[config.mk]
export PLATFORM = sky130hd
export DESIGN_NAME = hps_pio_word_feeder_flat
export DESIGN_NICKNAME = d
export VERILOG_FILES = /design/src/rtl/hps_pio_word_feeder_pkg.sv /design/src/rtl/hps_pio_word_feeder_if.sv /design/src/rtl/hps_pio_word_feeder_fifo.sv /design/src/rtl/hps_pio_word_feeder.sv /design/src/flat_wrapper.sv
export SDC_FILE = /design/constraint.sdc
export NUM_CORES = 1
export LEC_CHECK = 0
export BUFFER_PORTS_ARGS = -buffer_cell sky130_fd_sc_hd__buf_2
export CAP_MARGIN = 25
export CELL_PAD_IN_SITES_DETAIL_PLACEMENT = 1
export CELL_PAD_IN_SITES_GLOBAL_PLACEMENT = 2
export CORE_MARGIN = 2
export CORE_UTILIZATION = 42
export DETAILED_ROUTE_END_ITERATION = 8
export MAX_ROUTING_LAYER = met4
export PLACE_DENSITY = 0.82
export SYNTH_ARGS = -nofsm -noshare
export SYNTH_HDL_FRONTEND = slang
export SYNTH_SLANG_ARGS = --single-unit
[constraint.sdc]
create_clock -name clk_clk -period 7.6 [get_ports clk_clk]
set_clock_uncertainty 0.1 [all_clocks]
set_input_delay 0.76 -clock clk_clk [delete_from_list [all_inputs] [get_ports clk_clk]]
set_output_delay 0.76 -clock clk_clk [all_outputs]
set_load 0.05 [all_outputs]
[src/rtl/hps_pio_word_feeder_pkg.sv]
// Shared widths and FSM state type for the HPS parallel-input word feeder.
package hps_pio_pkg;

    localparam int PIO_W     = 32;
    localparam int PAYLOAD_W = 31;
    localparam int SEQ_BIT   = 31;

    typedef enum logic {
        ST_IDLE,
        ST_WAIT
    } feeder_state_t;

endpackage

[src/rtl/hps_pio_word_feeder_if.sv]
// Producer stream and HPS PIO pair seen by the word feeder.
interface hps_pio_word_feeder_if;
    import hps_pio_pkg::*;

    logic [PAYLOAD_W-1:0] in_data;
    logic                 in_valid;
    logic                 in_ready;
    logic                 hps_ack;
    logic [PIO_W-1:0]     parallel_input;

    modport master (
        output in_data,
        output in_valid,
        output hps_ack,
        input  in_ready,
        input  parallel_input
    );

    modport slave (
        input  in_data,
        input  in_valid,
        input  hps_ack,
        output in_ready,
        output parallel_input
    );

endinterface

[src/rtl/hps_pio_word_feeder_fifo.sv]
// Single-clock FIFO with a registered read port (rd_data updates on the pop edge).
module hps_pio_sync_fifo #(
    parameter int DEPTH = 16,
    parameter int WIDTH = 31
) (
    input  logic                   clk,
    input  logic                   rst_n,
    input  logic                   wr_en,
    input  logic [WIDTH-1:0]       wr_data,
    input  logic                   rd_en,
    output logic [WIDTH-1:0]       rd_data,
    output logic                   full,
    output logic                   empty,
    output logic [$clog2(DEPTH):0] level
);

    localparam int AW = $clog2(DEPTH);

    logic [WIDTH-1:0] mem [DEPTH];
    logic [AW:0]      wr_ptr;
    logic [AW:0]      rd_ptr;
    logic             wr_ok;
    logic             rd_ok;

    assign level = wr_ptr - rd_ptr;
    assign full  = (level == (AW+1)'(DEPTH));
    assign empty = (wr_ptr == rd_ptr);
    assign wr_ok = wr_en && !full;
    assign rd_ok = rd_en && !empty;

    // Pointer advance and registered read of the head word.
    always_ff @(posedge clk) begin
        if (!rst_n) begin
            wr_ptr  <= '0;
            rd_ptr  <= '0;
            rd_data <= '0;
        end else begin
            if (wr_ok) wr_ptr <= wr_ptr + (AW+1)'(1);
            if (rd_ok) begin
                rd_ptr  <= rd_ptr + (AW+1)'(1);
                rd_data <= mem[rd_ptr[AW-1:0]];
            end
        end
    end

    // Storage array write.
    always_ff @(posedge clk) begin
        if (wr_ok) mem[wr_ptr[AW-1:0]] <= wr_data;
    end

endmodule

[src/rtl/hps_pio_word_feeder.sv]
// Buffers producer words and presents them one at a time on the HPS PIO bus,
// advancing on each toggle of the HPS acknowledge PIO.
module hps_pio_word_feeder
    import hps_pio_pkg::*;
#(
    parameter int FIFO_DEPTH  = 16,
    parameter int SYNC_STAGES = 2
) (
    input  logic                        clk_clk,
    input  logic                        reset_reset_n,
    hps_pio_word_feeder_if.slave        pio,
    output logic [$clog2(FIFO_DEPTH):0] fifo_level,
    output logic                        pending,
    output logic [31:0]                 words_sent
);

    feeder_state_t        state;
    logic                 seq;
    logic                 ack_ref;
    logic                 ack_s;
    logic                 ack_hit;
    logic                 ready_en;
    logic                 fifo_full;
    logic                 fifo_empty;
    logic                 fifo_rd;
    logic [PAYLOAD_W-1:0] head;

    generate
        if (SYNC_STAGES == 0) begin : g_nosync
            assign ack_s = pio.hps_ack;
        end else begin : g_sync
            logic [SYNC_STAGES-1:0] sync_q;
            // Synchronizer chain for the HPS acknowledge PIO.
            always_ff @(posedge clk_clk) begin
                if (!reset_reset_n) begin
                    sync_q <= '0;
                end else begin
                    sync_q[0] <= pio.hps_ack;
                    for (int unsigned i = 1; i < SYNC_STAGES; i++) sync_q[i] <= sync_q[i-1];
                end
            end
            assign ack_s = sync_q[SYNC_STAGES-1];
        end
    endgenerate

    // Holds in_ready low throughout reset, releases it the cycle after.
    always_ff @(posedge clk_clk) begin
        if (!reset_reset_n) ready_en <= 1'b0;
        else                ready_en <= 1'b1;
    end

    assign pio.in_ready = ready_en && !fifo_full;
    assign ack_hit      = (ack_s != ack_ref);

    hps_pio_sync_fifo #(
        .DEPTH (FIFO_DEPTH),
        .WIDTH (PAYLOAD_W)
    ) u_fifo (
        .clk     (clk_clk),
        .rst_n   (reset_reset_n),
        .wr_en   (pio.in_valid && pio.in_ready),
        .wr_data (pio.in_data),
        .rd_en   (fifo_rd),
        .rd_data (head),
        .full    (fifo_full),
        .empty   (fifo_empty),
        .level   (fifo_level)
    );

    // Pop decision: load a word from IDLE, or back-to-back after an acknowledge.
    always_comb begin
        fifo_rd = 1'b0;
        if (!fifo_empty) begin
            if (state == ST_IDLE)     fifo_rd = 1'b1;
            else if (ack_hit)         fifo_rd = 1'b1;
        end
    end

    // Presentation FSM; seq flips on the same edge the FIFO read register loads the payload.
    always_ff @(posedge clk_clk) begin
        if (!reset_reset_n) begin
            state      <= ST_IDLE;
            seq        <= 1'b0;
            ack_ref    <= 1'b0;
            words_sent <= '0;
        end else begin
            case (state)
                ST_IDLE: begin
                    ack_ref <= ack_s;
                    if (!fifo_empty) begin
                        seq   <= ~seq;
                        state <= ST_WAIT;
                    end
                end
                ST_WAIT: begin
                    if (ack_hit) begin
                        ack_ref    <= ack_s;
                        words_sent <= words_sent + 32'd1;
                        if (!fifo_empty) seq   <= ~seq;
                        else             state <= ST_IDLE;
                    end
                end
                default: state <= ST_IDLE;
            endcase
        end
    end

    assign pio.parallel_input = {seq, head};
    assign pending            = (state == ST_WAIT);

endmodule

[src/flat_wrapper.sv]
// flat-port wrapper written by rule: the top's interface ports become plain ports
module hps_pio_word_feeder_flat import hps_pio_pkg::*;
#(
    parameter int FIFO_DEPTH  = 16,
    parameter int SYNC_STAGES = 2
)
  (clk_clk, reset_reset_n, fifo_level, pending, words_sent, pio_in_data, pio_in_valid, pio_hps_ack, pio_in_ready, pio_parallel_input);
  hps_pio_word_feeder_if pio_i ();
  input  logic clk_clk;
  input  logic reset_reset_n;
  output logic [$clog2(FIFO_DEPTH):0] fifo_level;
  output logic pending;
  output logic [31:0] words_sent;
  input wire logic [$bits(pio_i.in_data)-1:0] pio_in_data;
  input wire logic [$bits(pio_i.in_valid)-1:0] pio_in_valid;
  input wire logic [$bits(pio_i.hps_ack)-1:0] pio_hps_ack;
  output wire logic [$bits(pio_i.in_ready)-1:0] pio_in_ready;
  output wire logic [$bits(pio_i.parallel_input)-1:0] pio_parallel_input;
  assign pio_i.in_data = pio_in_data;
  assign pio_i.in_valid = pio_in_valid;
  assign pio_i.hps_ack = pio_hps_ack;
  assign pio_in_ready = pio_i.in_ready;
  assign pio_parallel_input = pio_i.parallel_input;
  hps_pio_word_feeder #(.FIFO_DEPTH(FIFO_DEPTH), .SYNC_STAGES(SYNC_STAGES)) u_core (.clk_clk(clk_clk), .reset_reset_n(reset_reset_n), .pio(pio_i), .fifo_level(fifo_level), .pending(pending), .words_sent(words_sent));
endmodule
# --- Word level (Yosys, flattened, before mapping) ---
# Memory sizes are Yosys's and may differ from the RTL's. A register that Yosys moved wholly into a read port is not among the register bits.
# Index checks and enable logic that the tools add are counted.
totals:
  ff_bits: 48
  latch_bits: 0
  ramBits: 496
  rom_bits: 0
  input_bits: 35
  output_inout_bits: 71
  elab_cells: 41
  mem_count: 1
classes:
  add_sub_neg: 4
  n_mul: 0
  n_div: 0
  magnitude_cmp: 0
  n_eq_ne: 4
  n_shift: 0
  muxes: 14
  n_bitwise: 2
  reduce_logical: 8
memory_table:
  columns: ["memory", "words", "word_bits", "read_ports", "rd_ports_with_merged_regs", "write_ports", "line", "text"]
  rows:
  - ["u_core.u_fifo.mem", 16, 31, 1, 1, 1, "hps_pio_word_feeder_fifo.sv:19", "logic [WIDTH-1:0] mem [DEPTH];"]
op_table:
  columns: ["cell", "count"]
  rows:
  - ["$add 32x1->32 const B", 1]
  - ["$mux 1", 11]
  - ["$add 5x1->5 const B", 2]
  - ["$pmux 1 s2", 3]
  - ["$eq 5x5->1", 1]
  - ["$eq 5x5->1 const B", 1]
  - ["$sub 5x5->5", 1]
  - ["$logic_and 1x1->1", 4]
  - ["$logic_not 1->1", 3]
  - ["$ne 2x2->1 const B", 1]
  - ["$not 1->1", 2]
  - ["$reduce_and 2->1", 1]
  - ["$ne 1x1->1", 1]

# --- Logic depth before layout (Yosys ltp) ---
# Gate-level depths: netlist of the first run.
logic_depth:
  depth_word: 8
  depth_mapped: 11
  mapped_depth_nobuf: 9

# --- Cells and area by module ---
# Synthesis of the first run repeated with hierarchy kept, for this count alone.
unflattened:
  hier_cells: 1226
  area_unflattened_um2: 22265.1
by_module_without_submodules:
  columns: ["mod", "instances", "cells_each", "area_per_inst_um2", "seq_area_each_um2"]
  rows:
  - ["hps_pio_sync_fifo", 1, 1025, 20480.9, 15715.1]
  - ["hps_pio_word_feeder", 1, 201, 1784.2, 760.7]

# --- Worst setup path after synthesis of the first run ---
# Ideal clock, no wire load.
synth_path:
  kind: "register to register"
  start: "reg u_core.u_fifo.rd_ptr[1]"
  end: "mem u_core.u_fifo.mem[3][0], enable pin"
  setup_time_ns: 0.458
  arrival_time_ns: 5.390
  t_required_ns: 7.042
  slack_ns: 1.652
  stages_incl_launch_ff: 11
  path_buffers: 3
  period_less_slack_ns: 5.948
  path_cell_list: "dfxtp_1 > clkbuf_1 > clkbuf_1 > buf_1 > inv_1 > fa_1 > xor2_1 > or3_1 > a2111oi_4 > nand4b_1 > nor3_1"
synth_via:
  elab_chain_len: 8
synth_lines:
  columns: ["item", "line", "text"]
  rows:
  - ["start, declared", "hps_pio_word_feeder_fifo.sv:21", "logic [AW:0] rd_ptr;"]
  - ["start signal, assigned", "hps_pio_word_feeder_fifo.sv:40", "rd_ptr <= rd_ptr + (AW+1)'(1);"]
  - ["$sub 5x5->5 *", "hps_pio_word_feeder_fifo.sv:25", "assign level = wr_ptr - rd_ptr;"]
  - ["net fifo_level[2]", "flat_wrapper.sv:11", "output logic [$clog2(FIFO_DEPTH):0] fifo_level;"]
  - ["$eq 5x5->1 *", "hps_pio_word_feeder_fifo.sv:26", "assign full = (level == (AW+1)'(DEPTH));"]
  - ["$logic_not 1->1 *", "hps_pio_word_feeder_fifo.sv:28, hps_pio_word_feeder.sv:52", null]
  - ["$logic_and 1x1->1", "hps_pio_word_feeder.sv:52", "assign pio.in_ready = ready_en && !fifo_full;"]
  - ["$logic_and 1x1->1", "hps_pio_word_feeder.sv:61", ".wr_en (pio.in_valid && pio.in_ready),"]
  - ["$logic_and 1x1->1 *", "hps_pio_word_feeder_fifo.sv:28", "assign wr_ok = wr_en && !full;"]
  - ["$mux 1 *", "hps_pio_word_feeder_fifo.sv:48", "if (wr_ok) mem[wr_ptr[AW-1:0]] <= wr_data;"]
  - ["$mux 1 (implied by the code) *", "hps_pio_word_feeder_fifo.sv:48", null]
  - ["end, declared", "hps_pio_word_feeder_fifo.sv:19", null]
# Mark *: on every way through the listed nets, which the timed path passes. The rest lies on a longest branch.

# --- Worst setup path after layout of the first run ---
layout_path:
  start: "reg u_core.u_fifo.rd_ptr[1]"
  end: "out pio_in_ready"
layout_via:
  elab_chain_len: 4
layout_lines:
  columns: ["item", "line", "text"]
  rows:
  - ["$sub 5x5->5", "hps_pio_word_feeder_fifo.sv:25", null]
  - ["$eq 5x5->1", "hps_pio_word_feeder_fifo.sv:26", null]
  - ["$logic_not 1->1", "hps_pio_word_feeder.sv:52", null]
  - ["$logic_and 1x1->1", "hps_pio_word_feeder.sv:52", null]
  - ["end, declared", "flat_wrapper.sv:17", "output wire logic [$bits(pio_i.in_ready)-1:0] pio_in_ready;"]
# Every way passes these cells.

==> run_results.csv, run 1 <==
group,metric,value,unit
detailed_routing,vias_per_cell,5.65,
power_and_ir_drop,leakage,8.18,nW
synthesis,synth_compound_area_share,2.50,%
setup_path,slowest_delay,1.01,ns
global_route,grt_max_degree,65,
setup_path,slowest_stage,"dfxtp_4",
placement,pre_cts_slack,3.01,ns
setup_path,crit_path_end_kind,"output pin",
synthesis,netlist_area,22100,um^2
power_and_ir_drop,ir_drop,0.000200,V
clock_tree,clockBufferDepth,3,
hold_path,hp-class,"primary input to flip-flop",
synthesis,synthFlopType,"edfxtp_1",
hold_path,hold_end,"u_core.g_sync.sync_q[0]",
timing,setup-tns-final,0,ns
final_layout,instances_no_fill,2068,
synthesis,synth.area.mux_share,12.7,%
final_layout,final_cell_area,25300,um^2
job,cap_violations,0,
global_route,grt_usage,20.0,%
timing,fmax,0.212,GHz
setup_path,r2r_setup_slack,3.16,ns
synthesis,synth_warnings,0,
timing,slew_headroom,25.9,%
final_layout,antenna_cells,0,
timing,slew_viol_final,0,
detailed_routing,drc,0,
global_route,grt_pass1_wl,78.5,mm
timing,whs,0.280,ns
power_and_ir_drop,power_frac_clock,34.4,%
power_and_ir_drop,p_switching,0.00221,W
placement,gp_congestion,0.759,
synthesis,synth-simple-area-share,6.94,%
clock_tree,cts_hold_buf,0,
setup_path,worstPathArrival,3.85,ns
placement,dpl.hpwl,28.8,mm
power_and_ir_drop,pwr-share-seq,47.0,%
synthesis,synthTopCellsByArea,"edfxtp_1 (67%), mux4_2 (13%), dfxtp_1 (7.2%), nand2_1 (2.5%), nand3_1 (1.6%)",
final_layout,multi_input_area,5340,um^2
synthesis,synth_seq_cells,575,
synthesis,synth_seq_area_share,74.6,%
floorplan,die_y,233,um
setup_path,required,6.74,ns
placement,post_dp_cell_area,23400,um^2
power_and_ir_drop,switching_share,28.2,%
synthesis,yosysTopAreaCell,"edfxtp_1",
clock_tree,cts_buffers,58,
detailed_routing,drtIter0Drc,1042,
final_layout,nFillCells,4865,
global_route,first_global_vias,12600,
timing,setup-violations-final,0,
synthesis,synth_edf_count,496,
synthesis,netlist_instances,1214,
setup_path,worstSetupStartpointType,"flip-flop",
timing,rsz0062_at_grt,"no",
setup_path,cp_max_fo,64,
timing,period_share,61.9,%
floorplan,die_area,54400,um^2
synthesis,synth_top_area_share,67.5,%
outcome,outcome,"completed",
timing,finalCriticalPeriod,4.71,ns
setup_path,reg2reg_depth,7,
setup_path,crit_type,"flip-flop to output pin",
synthesis,syn_nets,1260,
synthesis,ys_async_sr_fraction,0,%
detailed_routing,num_vias,11700,
hold_path,hold_depth,2,
placement,portBuffers,105,
synthesis,synth_top_family_by_area,"multiplexers",
clock_tree,clockRootBuffer,"clkbuf_16",
setup_path,worst_r2r_endpoint,"u_core.u_fifo.mem[0][26]",
timing,report.final.hold_viol_count,0,
clock_tree,h-tree-depth,2,
synthesis,synth_xor_area_share,1.10,%
power_and_ir_drop,p_comb_share,18.6,%
clock_tree,cts_resized,0,
timing,worstMarginPinSlew,1.11,ns
hold_path,hold_start,"pio_hps_ack",
clock_tree,clkLatencyLatePin,0.61,ns
setup_path,crit_path_cell_trace,"inv_1, fa_1, xor2_1, or3_1, a2111oi_4, nor2b_1, buf_2",
floorplan,die_w,233,um
global_route,antenna_found_initial,0,
detailed_routing,ant_nets,0,
final_layout,drive_gt1_share,25.4,%
global_route,overflow,0,
clock_tree,post_cts_buffers,0,
floorplan,pin_count,106,
final_layout,regArea,16500,um^2
final_layout,syn2layout_area_growth,14.4,%
clock_tree,cts.sinks,575,
power_and_ir_drop,power_density,311,nW/um^2
timing,setup_ws,2.89,ns
setup_path,rr_startpoint,"u_core.u_fifo.rd_ptr[1]",
final_layout,nNetsFinal,1379,
floorplan,placementRows,84,
placement,placedCellCount,1956,
synthesis,synth_adder_area_share,0.657,%
clock_tree,cts_tree,"done",
detailed_routing,wl,51.6,mm
synthesis,synth_cell_types,44,
synthesis,syn_area_per_cell,18.2,um^2
clock_tree,clk_pin_slew,0.06,ns
detailed_routing,firstDrtPassIters,5,
floorplan,start_util,42.3,%
power_and_ir_drop,internal_power,0.00565,W
floorplan,core,52200,um^2
detailed_routing,routedWlPerCell,25.0,um
per-layer routing:
layer / global-route usage, % / up-vias / wire length (um)
li1: - / 5060 / -
met1: 25.9 / 6205 / 22100
met2: 32.3 / 328 / 25800
met3: 3.26 / 88 / 2490
met4: 6.43 / 0 / 1270
met5: - / - / 0
cells in the final DEF, fill, tap and decap left out, types with 4 or more instances in the layout:
cell type and n:
edfxtp_1 496, nand2_1 145, mux4_2 124, buf_2 105, dfxtp_1 75, nand3_1 72, clkbuf_16 59, a32o_1 31
nor2_1 31, a21oi_1 20, xnor2_1 17, or3_1 17, clkbuf_1 16, o21ai_0 15, clkinv_1 14, inv_1 12
and3_2 12, buf_4 11, nand4_1 10, ha_1 10, xor2_1 9, nor3_1 9, and2_1 6, clkinv_2 6
and4_1 4, clkbuf_8 4
synth_stat cells, drive strengths merged (15+ instances only):
master	number
edfxtp	496
nand2	145
mux4	124
dfxtp	79
nand3	73
clkbuf	40
nor2	33
a32o	31
buf	23
a21oi	20
or3	17
xnor2	17
o21ai	15
worst max-delay path: cells and delay by family, from the launching register on:
kind / cells / cell delay, ns
AO/OA/AOI/OAI: 1 / 0.63
adder cells (fa/ha/maj): 1 / 0.49
AND/OR/NAND/NOR: 2 / 0.45
XOR/XNOR: 1 / 0.19
flip-flops: 1 / 1.01
buffers and inverters: 2 / 0.47
sequential cells by signal, summed over array words and instances (netlist names):
name                   flops
u_core.ready_en            1
u_core.pending             1
u_core.ack_ref             1
u_core.u_fifo.wr_ptr       5
u_core.u_fifo.rd_ptr       5
u_core.u_fifo.rd_data     31
u_core.g_sync.sync_q       2
u_core.seq                 1
u_core.words_sent         32
u_core.u_fifo.mem        496
worst max path at each step:
stage / to / start / cells past startpoint / slack (ns)
floorplan: u_core.u_fifo.mem[3][0] / u_core.u_fifo.rd_ptr[1] / 10 / 1.65
global placement: u_core.u_fifo.mem[0][10] / u_core.u_fifo.rd_ptr[0] / 8 / 3.10
detailed placement: u_core.u_fifo.mem[1][20] / u_core.u_fifo.rd_ptr[0] / 8 / 3.01
CTS: pio_in_ready / u_core.u_fifo.rd_ptr[0] / 8 / 2.72
global route: pio_in_ready / u_core.u_fifo.rd_ptr[1] / 7 / 2.68
finish: pio_in_ready / u_core.u_fifo.rd_ptr[1] / 7 / 2.89
logic make-up after synthesis:
kind of cell	Yosys count
muxes	126
xor gates and xnor gates	27
and+or+nand+nor	326
DFF	575
buffers and inverters	77
AOI/OAI and AO/OA	72
adders and majority gates	11
power by group through the flow:
stage / registers, W / logic (W) / clock network, W
2_1_floorplan: 0.00395 / 0.000865 / 0
3_3_place_gp: 0.00379 / 0.00140 / 0
3_5_place_dp: 0.00380 / 0.00143 / 0
4_1_cts: 0.00373 / 0.00143 / 0.00276
5_1_grt: 0.00371 / 0.00156 / 0.00287
6_report: 0.00370 / 0.00146 / 0.00271
through the flow:
| stage | power (W) | util, % |
|---|---|---|
| after floorplan | 0.00481 | - |
| after global placement | 0.00519 | 44.7 |
| after detailed placement | 0.00522 | 44.7 |
| after CTS | 0.00792 | 48.2 |
| after global routing | 0.00814 | 48.4 |
| final | 0.00786 | 48.4 |
area by class of cell:
| class | count | area share, % |
|---|---|---|
| flip-flops and latches | 575 | 65.2 |
| multi-input cells | 562 | 21.1 |
| clock buffers | 79 | 6.30 |
| well taps | 688 | 3.41 |
| repair buffers | 122 | 2.97 |
| clock inverters | 28 | 0.762 |
| inverters | 14 | 0.208 |
(Power assumes the default switching activity.)
==> run 2, diff against run 1 <==
--- a/config.mk
+++ b/config.mk
@@ -13,7 +13,7 @@
 export CORE_UTILIZATION = 42
 export DETAILED_ROUTE_END_ITERATION = 8
 export MAX_ROUTING_LAYER = met4
-export PLACE_DENSITY = 0.82
+export PLACE_DENSITY = 0.85
 export SYNTH_ARGS = -nofsm -noshare
 export SYNTH_HDL_FRONTEND = slang
 export SYNTH_SLANG_ARGS = --single-unit
==> constraint.sdc (replaced) <==
create_clock -name clk_clk -period 3.94 [get_ports clk_clk]
set_clock_uncertainty 0.1 [all_clocks]
set_input_delay 0.394 -clock clk_clk [delete_from_list [all_inputs] [get_ports clk_clk]]
set_output_delay 0.394 -clock clk_clk [all_outputs]
set_load 0.05 [all_outputs]
==> run 2 against run 1 <==
  * Clock power increased by 92%
  * Final area increased by 0.60%
  * Worst hold slack got worse by 0.24 ns
  * Utilization increased by 0.29 points
  * Wire length increased by 0.54%
  * Clock-buffer cell count increased by 4
  * Sequential cell count unchanged
  * Final cell count increased by 0.39%
  * Critical path type is now flip-flop to flip-flop
  * Largest cell class unchanged
==> run_results.csv, run 2 (synthesis gave the netlist of run 1 again) <==
group,metric,value,unit
clock_tree,post_cts_buffers,0,
setup_path,cp_max_fo,31,
power_and_ir_drop,leakage,8.25,nW
detailed_routing,num_vias,11700,
final_layout,syn2layout_area_growth,15.1,%
hold_path,hold_depth,1,
timing,slew_headroom,32.6,%
global_route,first_global_vias,12800,
placement,gp_congestion,0.783,
hold_path,hp-class,"primary input to flip-flop",
setup_path,crit_type,"flip-flop to flip-flop",
timing,setup-violations-final,0,
power_and_ir_drop,internal_power,0.0109,W
power_and_ir_drop,p_switching,0.00434,W
final_layout,layout_common_cells,"edfxtp_1 (496), nand2_1 (145), mux4_2 (124), buf_2 (105), dfxtp_1 (75)",
power_and_ir_drop,ir_drop,0.000507,V
clock_tree,cts_buffers,57,
floorplan,pin_count,106,
clock_tree,clockRootBuffer,"clkbuf_16",
clock_tree,cts.sinks,575,
detailed_routing,routedWlPerCell,25.0,um
setup_path,slowest_delay,0.97,ns
final_layout,nNetsFinal,1386,
setup_path,required,4.07,ns
setup_path,crit_buf_inv,0,
setup_path,critPathTopFamily,"simple AND/OR/NAND/NOR gates",
global_route,overflow,0,
global_route,grt_usage,20.1,%
timing,finalCriticalPeriod,3.80,ns
detailed_routing,dr_wl_met2,26.6,mm
clock_tree,clkLatencyLatePin,0.63,ns
detailed_routing,drtIter0Drc,824,
detailed_routing,wl_met3,2.73,mm
floorplan,start_util,42.3,%
placement,dpl.hpwl,29.8,mm
setup_path,crit_path_end_kind,"flip-flop",
floorplan,core,52200,um^2
setup_path,reg2reg_depth,6,
setup_path,crit_path_cell_trace,"ha_1, and3b_1, o21ai_0, a2111oi_4, nor2_1, and3_2",
final_layout,drive_gt1_share,26.2,%
timing,slew_viol_final,0,
global_route,grt_max_degree,91,
timing,fmax,0.263,GHz
placement,portBuffers,105,
timing,worstMarginPinSlew,1.01,ns
timing,rsz0062_at_grt,"yes",
detailed_routing,firstDrtPassIters,5,
timing,report.final.hold_viol_count,0,
detailed_routing,wl,51.9,mm
global_route,grt_pass1_wl,79.0,mm
job,cap_violations,0,
detailed_routing,drc,0,
setup_path,worstPathArrival,3.93,ns
floorplan,die_y,233,um
timing,period_share,96.4,%
power_and_ir_drop,switching_share,28.5,%
global_route,antenna_found_initial,1,
final_layout,largest_register_ff_count,496,
clock_tree,cts_tree,"done",
floorplan,die_w,233,um
clock_tree,cts_resized,0,
setup_path,slowest_stage,"and3_2",
clock_tree,clockBufferDepth,3,
final_layout,layout_commonest_cell,"edfxtp_1",
clock_tree,h-tree-depth,2,
power_and_ir_drop,power_density,599,nW/um^2
placement,placedCellCount,1962,
setup_path,worstSetupStartpointType,"flip-flop",
detailed_routing,vias_per_cell,5.64,
power_and_ir_drop,power_frac_clock,34.1,%
detailed_routing,ant_nets,0,
floorplan,die_area,54400,um^2
timing,setup-tns-final,0,ns
detailed_routing,drt-met1-wl,21.5,mm
outcome,outcome,"completed",
power_and_ir_drop,pwr-share-seq,45.9,%
setup_path,cp.depth,6,
power_and_ir_drop,p_comb_share,20.0,%
detailed_routing,highest_layer,"met4",
final_layout,instances_no_fill,2076,
floorplan,placementRows,84,
clock_tree,clk_pin_slew,0.06,ns
-- run 2: cell types whose count changed in the layout (fill, tap and decap cells not counted), moves of 2 or more --
cell           change
buf_12             +2
buf_4              +3
clkbuf_1           +3
clkbuf_8           +2
clkinv_1           -7
clkinv_16          +2
clkinv_2           +7
clkinv_4           -2
clkinvlp_4         -3
dlygate4sd3_1      +2
-- run 2: path summary, 6_finish.rpt --
check	slack, ns	endpoint	startpoint
setup / recovery	0.14	u_core.u_fifo.mem[4][28]	u_core.u_fifo.wr_ptr[2]
hold / removal	0.04	u_core.u_fifo.mem[13][14]	pio_in_data[14]
setup reg to reg	0.14	u_core.u_fifo.mem[4][28]	u_core.u_fifo.wr_ptr[2]
hold reg to reg	0.34	u_core.g_sync.sync_q[1]	u_core.g_sync.sync_q[0]
-- run 2: routing by layer --
layer / vias up / GRT usage [%]
li1: 5084 / -
met4: 0 / 5.99
met5: - / -
met3: 70 / 3.06
met2: 359 / 33.4
met1: 6189 / 25.6
-- run 2: timing repair --
action / CTS / global route
hold buffers: 2 / 0
setup endpoints to repair: 0 / 248
hold endpoints to repair: 2 / 0
-- run 2: power groups by stage --
stage | registers (W) | clock network (W) | logic (W)
4_1_cts | 0.00700 | 0.00529 | 0.00308
3_3_place_gp | 0.00711 | 0 | 0.00297
5_1_grt | 0.00702 | 0.00550 | 0.00324
3_5_place_dp | 0.00712 | 0 | 0.00306
2_1_floorplan | 0.00761 | 0 | 0.00170
6_report | 0.00699 | 0.00519 | 0.00304
-- run 2: final cells by class --
class,instances,area (um^2)
multi-input cells,562,5370
clock buffers,83,1610
well taps,688,861
diodes,1,2.50
fillers,4839,26800
clock inverters,23,186
repair buffers,130,861
flip-flops and latches,575,16500
inverters,14,52.6
-- run 2: worst reg2reg max path: cells and delay by family, from the launching register on --
family	cells	cell delay, ns
AO/OA/AOI/OAI	2	0.54
adder cells (fa/ha/maj)	1	0.41
flip-flops	1	0.54
AND/OR/NAND/NOR	3	1.81
-- run 2: per-stage QoR --
| stage | power [W] | instance area (um^2) | utilization [%] | setup slack, ns | hold slack, ns |
|---|---|---|---|---|---|
| 4_1_cts | 0.0154 | 25300 | 48.4 | 0.0946 | 0.0146 |
| 2_1_floorplan | 0.00931 | 22100 | - | 0.0429 | 0.312 |
| 3_3_place_gp | 0.0101 | 23400 | 44.8 | 0.312 | 0.332 |
| 5_1_grt | 0.0158 | 25400 | 48.7 | -0.149 | 0.0341 |
| 3_5_place_dp | 0.0102 | 23500 | 45.0 | 0.113 | 0.331 |
| 6_report | 0.0152 | 25400 | 48.7 | 0.142 | 0.0416 |
